$ cat src/rtl/quiz_round_ctrl.sv
// quiz_round_ctrl: round controller for the buzzer quiz game.
//   Arms the countdown timer for the buzz window and then the answer window.
//   Arbitrates four player buzzers, lowest index first, and records the host's
//   judgement of the winner's answer.
// Optional feature macro: QUIZ_FOUL_LOCKOUT_EN (locks out players who buzz while IDLE).
// Ports:
//   clk, rst_n                      clock, asynchronous active-low reset
//   host_start/ok/bad/clear         raw host buttons (synchronised in here)
//   player_btn[3:0]                 raw player buzzers, bit i = player i
//   timer_left[3:0]                 seconds remaining, from the countdown timer
//   timer_start, timer_seconds[3:0] timer load strobe and load value
//   winner[1:0], winner_valid       latched buzzing player
//   result[1:0]                     00 none, 01 correct, 10 wrong, 11 timeout
//   busy                            high outside IDLE and DONE
//   lockout[3:0]                    per-player foul lockout
module quiz_round_ctrl #(
    parameter logic [3:0]  BUZZ_SECS   = 4'd9,
    parameter logic [3:0]  ANSWER_SECS = 4'd5,
    parameter int unsigned SYNC_STAGES = 2
) (
    input  logic       clk,
    input  logic       rst_n,
    input  logic       host_start,
    input  logic       host_ok,
    input  logic       host_bad,
    input  logic       host_clear,
    input  logic [3:0] player_btn,
    input  logic [3:0] timer_left,
    output logic       timer_start,
    output logic [3:0] timer_seconds,
    output logic [1:0] winner,
    output logic       winner_valid,
    output logic [1:0] result,
    output logic       busy,
    output logic [3:0] lockout
);

    localparam int unsigned NBTN = 8;

    typedef enum logic [2:0] {
        ST_IDLE, ST_ARM_B, ST_BUZZ, ST_ARM_A, ST_ANSWER, ST_DONE
    } state_t;

    state_t          r_state;
    logic            r_timer_start;
    logic [3:0]      r_timer_seconds;
    logic [1:0]      r_winner;
    logic            r_winner_valid;
    logic [1:0]      r_result;
    logic            r_busy;

    logic [NBTN-1:0] w_raw;
    logic [NBTN-1:0] r_sync [SYNC_STAGES];
    logic [NBTN-1:0] r_prev;
    logic [NBTN-1:0] r_edge;

    logic            w_start_e, w_ok_e, w_bad_e, w_clr_e;
    logic [3:0]      w_ply_e;
    logic [3:0]      w_lock;
    logic [3:0]      w_cand;
    logic [1:0]      w_first_idx;
    logic            w_left_zero;
    logic            w_to_done;

    assign w_raw = {player_btn, host_clear, host_bad, host_ok, host_start};

    // Synchroniser chain followed by a registered rising-edge detector
    always_ff @(posedge clk or negedge rst_n) begin
        if (!rst_n) begin
            for (int i = 0; i < int'(SYNC_STAGES); i++) r_sync[i] <= '0;
            r_prev <= '0;
            r_edge <= '0;
        end else begin
            r_sync[0] <= w_raw;
            for (int i = 1; i < int'(SYNC_STAGES); i++) r_sync[i] <= r_sync[i-1];
            r_prev <= r_sync[SYNC_STAGES-1];
            r_edge <= r_sync[SYNC_STAGES-1] & ~r_prev;
        end
    end

    assign w_start_e   = r_edge[0];
    assign w_ok_e      = r_edge[1];
    assign w_bad_e     = r_edge[2];
    assign w_clr_e     = r_edge[3];
    assign w_ply_e     = r_edge[7:4];
    assign w_cand      = w_ply_e & ~w_lock;
    assign w_left_zero = (timer_left == 4'd0);

    // Lowest-index eligible buzzer wins a tie
    always_comb begin
        w_first_idx = 2'd0;
        if      (w_cand[0]) w_first_idx = 2'd0;
        else if (w_cand[1]) w_first_idx = 2'd1;
        else if (w_cand[2]) w_first_idx = 2'd2;
        else if (w_cand[3]) w_first_idx = 2'd3;
    end

    // Round ends this cycle (shared with the lockout register)
    assign w_to_done = !w_clr_e &&
        (((r_state == ST_BUZZ) && !(|w_cand) && w_left_zero) ||
         ((r_state == ST_ANSWER) && (w_ok_e || w_bad_e || w_left_zero)));

    // Round FSM; clear outranks every other event
    always_ff @(posedge clk or negedge rst_n) begin
        if (!rst_n) begin
            r_state         <= ST_IDLE;
            r_timer_start   <= 1'b0;
            r_timer_seconds <= 4'd0;
            r_winner        <= 2'd0;
            r_winner_valid  <= 1'b0;
            r_result        <= 2'd0;
            r_busy          <= 1'b0;
        end else begin
            r_timer_start <= 1'b0;
            if (w_clr_e) begin
                r_state        <= ST_IDLE;
                r_winner       <= 2'd0;
                r_winner_valid <= 1'b0;
                r_result       <= 2'd0;
                r_busy         <= 1'b0;
            end else begin
                case (r_state)
                    ST_IDLE: begin
                        if (w_start_e) begin
                            r_state         <= ST_ARM_B;
                            r_winner        <= 2'd0;
                            r_winner_valid  <= 1'b0;
                            r_result        <= 2'd0;
                            r_busy          <= 1'b1;
                            r_timer_start   <= 1'b1;
                            r_timer_seconds <= BUZZ_SECS;
                        end
                    end
                    ST_ARM_B: r_state <= ST_BUZZ;
                    ST_BUZZ: begin
                        if (|w_cand) begin
                            r_state         <= ST_ARM_A;
                            r_winner        <= w_first_idx;
                            r_winner_valid  <= 1'b1;
                            r_timer_start   <= 1'b1;
                            r_timer_seconds <= ANSWER_SECS;
                        end else if (w_left_zero) begin
                            r_state  <= ST_DONE;
                            r_result <= 2'b11;
                            r_busy   <= 1'b0;
                        end
                    end
                    ST_ARM_A: r_state <= ST_ANSWER;
                    ST_ANSWER: begin
                        if (w_ok_e || w_bad_e || w_left_zero) begin
                            r_state  <= ST_DONE;
                            r_busy   <= 1'b0;
                            r_result <= w_ok_e ? 2'b01 : (w_bad_e ? 2'b10 : 2'b11);
                        end
                    end
                    ST_DONE: r_state <= ST_DONE;
                    default: r_state <= ST_IDLE;
                endcase
            end
        end
    end

`ifdef QUIZ_FOUL_LOCKOUT_EN
    logic [3:0] r_lockout;

    // Early buzzes while IDLE lock the player out of the next buzz window
    always_ff @(posedge clk or negedge rst_n) begin
        if (!rst_n) begin
            r_lockout <= 4'd0;
        end else if (w_to_done || (w_clr_e && (r_state != ST_IDLE))) begin
            r_lockout <= 4'd0;
        end else if ((r_state == ST_IDLE) && !w_clr_e) begin
            r_lockout <= r_lockout | w_ply_e;
        end
    end

    assign w_lock  = r_lockout;
    assign lockout = r_lockout;
`else
    assign w_lock  = 4'd0;
    assign lockout = 4'd0;
`endif

    assign timer_start   = r_timer_start;
    assign timer_seconds = r_timer_seconds;
    assign winner        = r_winner;
    assign winner_valid  = r_winner_valid;
    assign result        = r_result;
    assign busy          = r_busy;

endmodule

$ cat config.mk
export PLATFORM = sky130hd
export DESIGN_NAME = quiz_round_ctrl
export DESIGN_NICKNAME = d
export VERILOG_FILES = /design/src/rtl/quiz_round_ctrl.sv
export SDC_FILE = /design/constraint.sdc
export NUM_CORES = 1
export LEC_CHECK = 0
export ABC_AREA = 1
export BUFFER_PORTS_ARGS = -buffer_cell sky130_fd_sc_hd__buf_2
export CAP_MARGIN = 40
export CORE_MARGIN = 2
export CORE_UTILIZATION = 56
export CTS_BUF_LIST = sky130_fd_sc_hd__clkbuf_2
export CTS_CLUSTER_SIZE = 14
export DETAILED_ROUTE_END_ITERATION = 6
export PLACE_DENSITY = 0.79
export SLEW_MARGIN = 25
export SYNTH_ARGS = -nofsm -noshare
export SYNTH_HDL_FRONTEND = slang
export SYNTH_SLANG_ARGS = --single-unit
$ cat constraint.sdc
create_clock -name clk -period 1.6 [get_ports clk]
set_clock_uncertainty 0.05 [all_clocks]
set_input_delay 0.24 -clock clk [delete_from_list [all_inputs] [get_ports clk]]
set_output_delay 0.24 -clock clk [all_outputs]
set_load 0.005 [all_outputs]
After elaboration in Yosys (flattened, before gate mapping)
Cells that the tools add are included.

Register bits: 46. Output and inout port bits: 15. Logic and storage cells: 77.

Eq/ne operators: 13. Mux-type cells: 38. Bitwise gates (word level): 3. Reductions and logical operators: 12.

Operator list (count): $mux 2 (12); $pmux 3 s6 (1); $mux 3 (5); $mux 1 (12); $ne 3x3->1 const B (3); $and 8x8->8 (1); $mux 4 (2); $not 8->8 (1); $pmux 4 s2 (1); $eq 3x2->1 const B (2); $eq 3x3->1 const B (2); $ne 3x2->1 const B (2); $pmux 2 s3 (1); $reduce_and 3->1 (2); $reduce_and 5->1 (1); $logic_not 4->1 (1); $ne 4x3->1 const B (1); $pmux 1 s2 (2); $pmux 2 s2 (1); $reduce_and 4->1 (1); $reduce_bool 4->1 (1); $reduce_or 4->1 (1); $eq 3x1->1 const B (1); $logic_not 3->1 (1); 7 further kinds (8).

Depth between registers and ports, before layout
Gate-level depths: netlist of the first run.

Word-level depth: 7. Gate-level depth with buffers: 9. Gate-level depth less buffers: 9.

Least setup slack after synthesis of the first run
No wires, ideal clock.

Kind: reg-to-reg. Start point: register r_edge[5]. End point: register r_timer_seconds[0] (netlist: timer_seconds[0]). Library setup time: 0.124 ns. Arrival: 1.035 ns. Path slack: 0.391 ns. Cell stages (with the launch flop): 8. Path buffers: 0. Cells stage by stage: dfrtp_1 -> nor2_1 -> nand2_1 -> nand2_2 -> o21ai_2 -> nand2_2 -> inv_2 -> or2_1.

Cells in the longest elaborated chain, start to end: 3.

RTL lines: start: declaration (line 55) `logic [NBTN-1:0] r_edge;`; start signal: assignment (line 77) `r_edge <= r_sync[SYNC_STAGES-1] & ~r_prev;`; $reduce_or 4->1 (line 136) `if (|w_cand) begin`; $ne 2x1->1 (no source line); $reduce_and 4->1 (no source line); end signal: assignment (line 108) `r_timer_seconds <= 4'd0;`; end signal: assignment (line 131) `r_timer_seconds <= BUZZ_SECS;`; end signal: assignment (line 141) `r_timer_seconds <= ANSWER_SECS;`; end: declaration (line 46) `logic [3:0] r_timer_seconds;`.

No other way between the ends. A chain may end at the register's enable or synchronous reset.

Final worst setup path of the first run
Same ends and word-level chain as after synthesis.

==> results of run 1 <==
[worst register-to-register path: cells and delay by family, from the launching register on]
kind            cells  cell delay [ns]
simple gates        5             0.79
buf+inv             1             0.05
flops               1             0.43
compound gates      1             0.06
[routing by layer]
metal	track usage	up-vias
met5	0	-
met1	0.206	490
li1	-	520
met2	0.310	55
met3	0.0703	16
met4	0.116	0
[synthesized netlist by cell type]
cell type / number
o211ai_1: 1
o21ai_0: 5
nor3_2: 1
a21oi_1: 2
or2_1: 1
nor2_2: 2
dfrtp_1: 45
nand2_2: 3
inv_1: 14
o21ai_2: 1
nor2_1: 21
buf_4: 5
inv_2: 4
conb_1: 1
nand2_1: 28
nand4_1: 1
o21bai_2: 1
o21bai_1: 1
nand3_1: 9
[final cells by class]
class	count	area, um^2	share of cell area
sequential	45	1130	0.604
clock inverter	3	16.3	0.00872
multi-input combinational	82	372	0.199
timing repair buffer	34	220	0.118
inverter	18	67.6	0.0362
tap	31	38.8	0.0208
clock buffer	5	25.0	0.0134
[through the flow]
step / std cells / setup WS (ns)
4_1_cts: 218 / 0.182
3_5_place_dp: 201 / 0.211
3_3_place_gp: 201 / 0.244
2_1_floorplan: 150 / 0.391
5_1_grt: 218 / 0.0294
6_report: 218 / 0.149
[final timing paths]
check | from | end | slack (ns) | cells after the start
max | r_edge[5]$_DFF_PN0_ | timer_seconds[0]$_DFFE_PN0P_ | 0.15 | 7
min | rst_n | winner[1]$_DFFE_PN0P_ | 0.23 | 2
max reg2reg | r_edge[5]$_DFF_PN0_ | timer_seconds[0]$_DFFE_PN0P_ | 0.15 | 7
min reg2reg | r_sync[15]$_DFF_PN0_ | r_sync[7]$_DFF_PN0_ | 0.32 | 0
max in group asynchronous | rst_n | r_prev[3]$_DFF_PN0_ | 0.74 | 3
min in group clk | timer_left[3] | result[1]$_DFFE_PN0P_ | 0.25 | 6
[power groups by stage]
stage | sequential (mW) | combinational [mW] | clock (mW)
floorplan | 1.41 | 0.410 | 0
global placement | 1.41 | 0.591 | 0
detailed placement | 1.42 | 0.627 | 0
CTS | 1.40 | 0.645 | 0.478
global route | 1.42 | 0.736 | 0.524
finish | 1.40 | 0.651 | 0.451
[sequential cells by signal, indices dropped and copies added, names as in the netlist]
| signal | count |
|---|---|
| winner | 2 |
| timer_start | 1 |
| winner_valid | 1 |
| result | 2 |
| busy | 1 |
| r_state | 3 |
| r_edge | 8 |
| r_sync | 16 |
| timer_seconds | 3 |
| r_prev | 8 |
[kinds of logic after synthesis]
kind of cell	synth area share
flip-flops	0.709
AO/OA/AOI/OAI	0.0441
other	0.00236
buffers and inverters	0.0662
AND/OR/NAND/NOR	0.178
==> flow_summary_export.csv, run 1 <==
group,metric,value,unit
run_status,status,"completed",
clocking,cts_root_buf,"clkbuf_2",
sta,finalCriticalPeriod,1.45,ns
grt,grt_pass1_vias,1086,
logic_synthesis,yosys_warnings,0,
power_and_ir_drop,p_per_area,1340,nW/um^2
finish,final_cell_mix,"45 x dfrtp_1, 28 x nand2_1, 23 x buf_2",
grt,grt-ovfl-total,0,
finish,num-nets-final,200,
routing,top_layer,"met4",
grt,antenna_found_initial,0,
clocking,clockBufferDepth,2,
setup_path,slowest_stage,"dfrtp_1",
logic_synthesis,synth_area_leaders,"dfrtp_1 71%, nand2_1 6.6%, nor2_1 5.0%",
logic_synthesis,syn-cell-area,1590,um^2
setup_path,critPathRequiredTime,1.88,ns
routing,dr.pass1.iters,4,
logic_synthesis,synth_top_area_cell,"dfrtp_1",
power_and_ir_drop,finalPower,2.50,mW
grt,grt_pass1_wl,4460,um
routing,drt-initial-drc-count,32,
die,die_area,3280,um^2
logic_synthesis,syn_inst,146,
clocking,clk_latency,0.41,ns
die,fp.dieW,57.2,um
routing,drc,0,
die,num_io_pins,29,
setup_path,worst_setup_path_end_kind,"register",
setup_path,crit_buf_inv,1,
placed_design,placement.io_buffers,23,
clocking,cts_setup_buffers,0,
power_and_ir_drop,intPower,1.66,mW
clocking,path_clk_slew,0.22,ns
routing,route.met2.wl,1240,um
setup_path,path_common_cell,"nand2_2",
finish,fillers,210,
clocking,ctsResizeCount,0,
sta,fin_setup_tns,0,ns
clocking,postCtsHoldBufs,9,
setup_path,crit_arrival,1.73,ns
setup_path,critPathMaxStageDelay,0.43,ns
finish,antennaDiodeCount,0,
power_and_ir_drop,irDropWorstVdd,1.05,mV
routing,vias,1081,
grt,track_usage,0.188,
run,drv_cap,0,
finish,utilization,0.682,
sta,hold_viol,0,
power_and_ir_drop,p_comb_frac,0.260,
power_and_ir_drop,switchingPower,0.846,mW
logic_synthesis,synth.distinct_cells,19,
routing,routed-wl-met3,161,um
routing,wire_per_inst,11.6,um
die,row_count,19,
power_and_ir_drop,p_clk_frac,0.180,
finish,layout_commonest_cell,"dfrtp_1",
finish,final_area,1870,um^2
power_and_ir_drop,seqPwrFrac,0.560,
routing,routed_wl,2530,um
setup_path,crit_family,"simple AND/OR/NAND/NOR gates",
clocking,cts.sinks,45,
routing,met1_length,1020,um
die,initial_core_util,0.581,
sta,setup-violations-final,0,
die,die_h,57.2,um
sta,finalMaxSlewViolations,0,
logic_synthesis,ys_ff_latch,45,
setup_path,crit_path_start_kind,"register",
routing,vias_per_cell,4.96,
power_and_ir_drop,switching_share,0.338,
routing,postRouteAntennaNets,0,
clocking,cts_buffers,5,
placed_design,placed_area,1730,um^2
sta,rsz0062_at_grt,"false",
setup_path,path_max_fanout,3,
finish,area_delta_synth_final,17.5,%
placed_design,gp_congestion,0.791,
setup_path,crit_chain,"nor2_1 > nand2_1 > nand2_2 > o21ai_2 > nand2_2 > inv_2 > or2_1",
placed_design,hpwlAfterDp,1790,um
clocking,cts_tree,"yes",
sta,hold_ws,0.234,ns
finish,layout-drive-gt1-share,0.230,
die,core,2730,um^2
power_and_ir_drop,cellLeakagePower,0.989,nW
logic_synthesis,syn_avg_cell_area,10.9,um^2
clocking,cts_max_level,2,
setup_path,critical_path_class,"register to register",
sta,fmax,0.689,GHz
logic_synthesis,synth_top_area_share,0.709,
grt,grt_max_degree,22,
worst_hold_path,hp-class,"input pin to asynchronous set/reset pin",
logic_synthesis,yosysSeqAreaShare,0.709,
sta,period_share,0.907,
Note: power is estimated with default switching activity, not from simulation.
==> run 2: changes to the inputs <==
--- a/config.mk
+++ b/config.mk
@@ -14,6 +14,7 @@
 export CTS_CLUSTER_SIZE = 14
 export DETAILED_ROUTE_END_ITERATION = 6
 export PLACE_DENSITY = 0.79
+export REMOVE_ABC_BUFFERS = 1
 export SLEW_MARGIN = 25
 export SYNTH_ARGS = -nofsm -noshare
 export SYNTH_HDL_FRONTEND = slang
==> flow_summary_export.csv, run 2 (synthesized netlist as in run 1, its figures left out) <==
group,metric,value,unit
grt,grt_max_degree,22,
die,core,2730,um^2
finish,utilization,0.692,
clocking,cts_setup_buffers,0,
die,num_io_pins,29,
grt,track_usage,0.196,
sta,rsz0062_at_grt,"false",
clocking,cts.sinks,45,
sta,setup-violations-final,0,
finish,num-nets-final,200,
finish,area_delta_synth_final,19.2,%
setup_path,path_max_fanout,5,
setup_path,crit_path_start_kind,"register",
setup_path,r2r_slack,0.15,ns
finish,top_register,"r_sync",
placed_design,hpwlAfterDp,2000,um
run,drv_cap,0,
sta,period_share,0.908,
setup_path,rr_worst_depth,6,
clocking,ctsResizeCount,0,
sta,finalMaxSlewViolations,0,
power_and_ir_drop,p_per_area,1410,nW/um^2
clocking,path_clk_slew,0.23,ns
clocking,cts_tree,"yes",
clocking,cts_buffers,5,
setup_path,critical_path_class,"register to register",
setup_path,worst_setup_path_end_kind,"register",
finish,largest_reg_flops,16,
clocking,clk_latency,0.40,ns
clocking,cts_max_level,2,
grt,grt_pass1_vias,1150,
setup_path,crit_arrival,1.73,ns
sta,fin_setup_tns,0,ns
setup_path,critPathRequiredTime,1.88,ns
placed_design,placement.io_buffers,23,
worst_hold_path,hp-class,"input pin to asynchronous set/reset pin",
finish,antennaDiodeCount,0,
routing,vias_per_cell,5.08,
clocking,clockBufferDepth,2,
routing,drc,0,
run_status,status,"completed",
grt,grt_pass1_wl,4670,um
setup_path,crit_start,"r_state[0]$_DFFE_PN0P_",
routing,drt-initial-drc-count,34,
sta,timing.final.ws_setup,0.148,ns
setup_path,timing.rr.end,"result[0]$_DFFE_PN0P_",
sta,finalCriticalPeriod,1.45,ns
sta,fmax,0.689,GHz
routing,dr.pass1.iters,4,
die,initial_core_util,0.581,
placed_design,place_ws,0.173,ns
finish,final_cell_mix,"45 x dfrtp_1, 28 x nand2_1, 23 x buf_2",
die,row_count,19,
power_and_ir_drop,irDropWorstVdd,0.999,mV
finish,layout-drive-gt1-share,0.241,
die,die_h,57.2,um
clocking,postCtsHoldBufs,9,
clocking,cts_root_buf,"clkbuf_2",
routing,postRouteAntennaNets,0,
routing,routed_wl,2750,um
sta,hold_viol,0,
finish,post_layout_nonfiller_instances,218,
setup_path,reg2reg_from,"r_state[0]$_DFFE_PN0P_",
placed_design,gp_congestion,0.855,
placed_design,place_inst,201,
power_and_ir_drop,cellLeakagePower,1.00,nW
grt,antenna_found_initial,0,
finish,top_regs,"r_sync: 16 flops, r_edge: 8 flops, r_prev: 8 flops",
finish,layout_commonest_cell,"dfrtp_1",
grt,grt-ovfl-total,0,
routing,wire_per_inst,12.6,um
die,die_area,3280,um^2
routing,vias,1107,
die,fp.dieW,57.2,um
## run 2: changes by cell type in the layout (fill, tap and decap cells not counted), sizes merged
cell,change
clkinv,-1
bufinv,+1
clkbuf,+1
inv,-1
## run 2: critical path: stages, from the launching register on
cell	delay [ns]
dfrtp_1	0.49
nor2_2	0.20
nand3_1	0.15
o21bai_2	0.21
nand3_1	0.15
nand2_1	0.09
nand2_1	0.05
## run 2: per-stage QoR
stage                     instance area [um^2]  hold WS [ns]  power, mW
final                                     1890         0.257       2.67
after global routing                      1890         0.242       2.83
after CTS                                 1890         0.238       2.70
after detailed placement                  1730         0.155       2.06
after global placement                    1730         0.138       2.00
after floorplan                           1570        -0.106       1.81
## run 2: area by class of cell
| cell class | instances | area [um^2] |
|---|---|---|
| Clock buffer | 6 | 30.0 |
| Clock inverter | 2 | 38.8 |
| Fill cell | 197 | 841 |
| Inverter | 18 | 67.6 |
| Multi-Input combinational cell | 82 | 372 |
| Sequential cell | 45 | 1130 |
| Tap cell | 31 | 38.8 |
| Timing Repair Buffer | 34 | 220 |
## run 2: report_power, final
part	switching, mW	internal, mW
combinational	0.402	0.256
clock	0.336	0.274
sequential	0.111	1.30
## run 2: worst max path at each step
stage,end,cells past startpoint
after floorplan,timer_seconds[0]$_DFFE_PN0P_,7
after global placement,timer_seconds[0]$_DFFE_PN0P_,7
after detailed placement,timer_seconds[0]$_DFFE_PN0P_,7
after CTS,result[0]$_DFFE_PN0P_,6
after global routing,r_state[2]$_DFFE_PN0P_,7
final,result[0]$_DFFE_PN0P_,6
## run 2: metal layers
layer / routed length [um] / vias to the layer above / GRT usage
li1: - / 519 / -
met1: 988 / 519 / 0.205
met2: 1500 / 51 / 0.340
met3: 140 / 18 / 0.0476
met4: 123 / 0 / 0.143
met5: 0 / - / 0
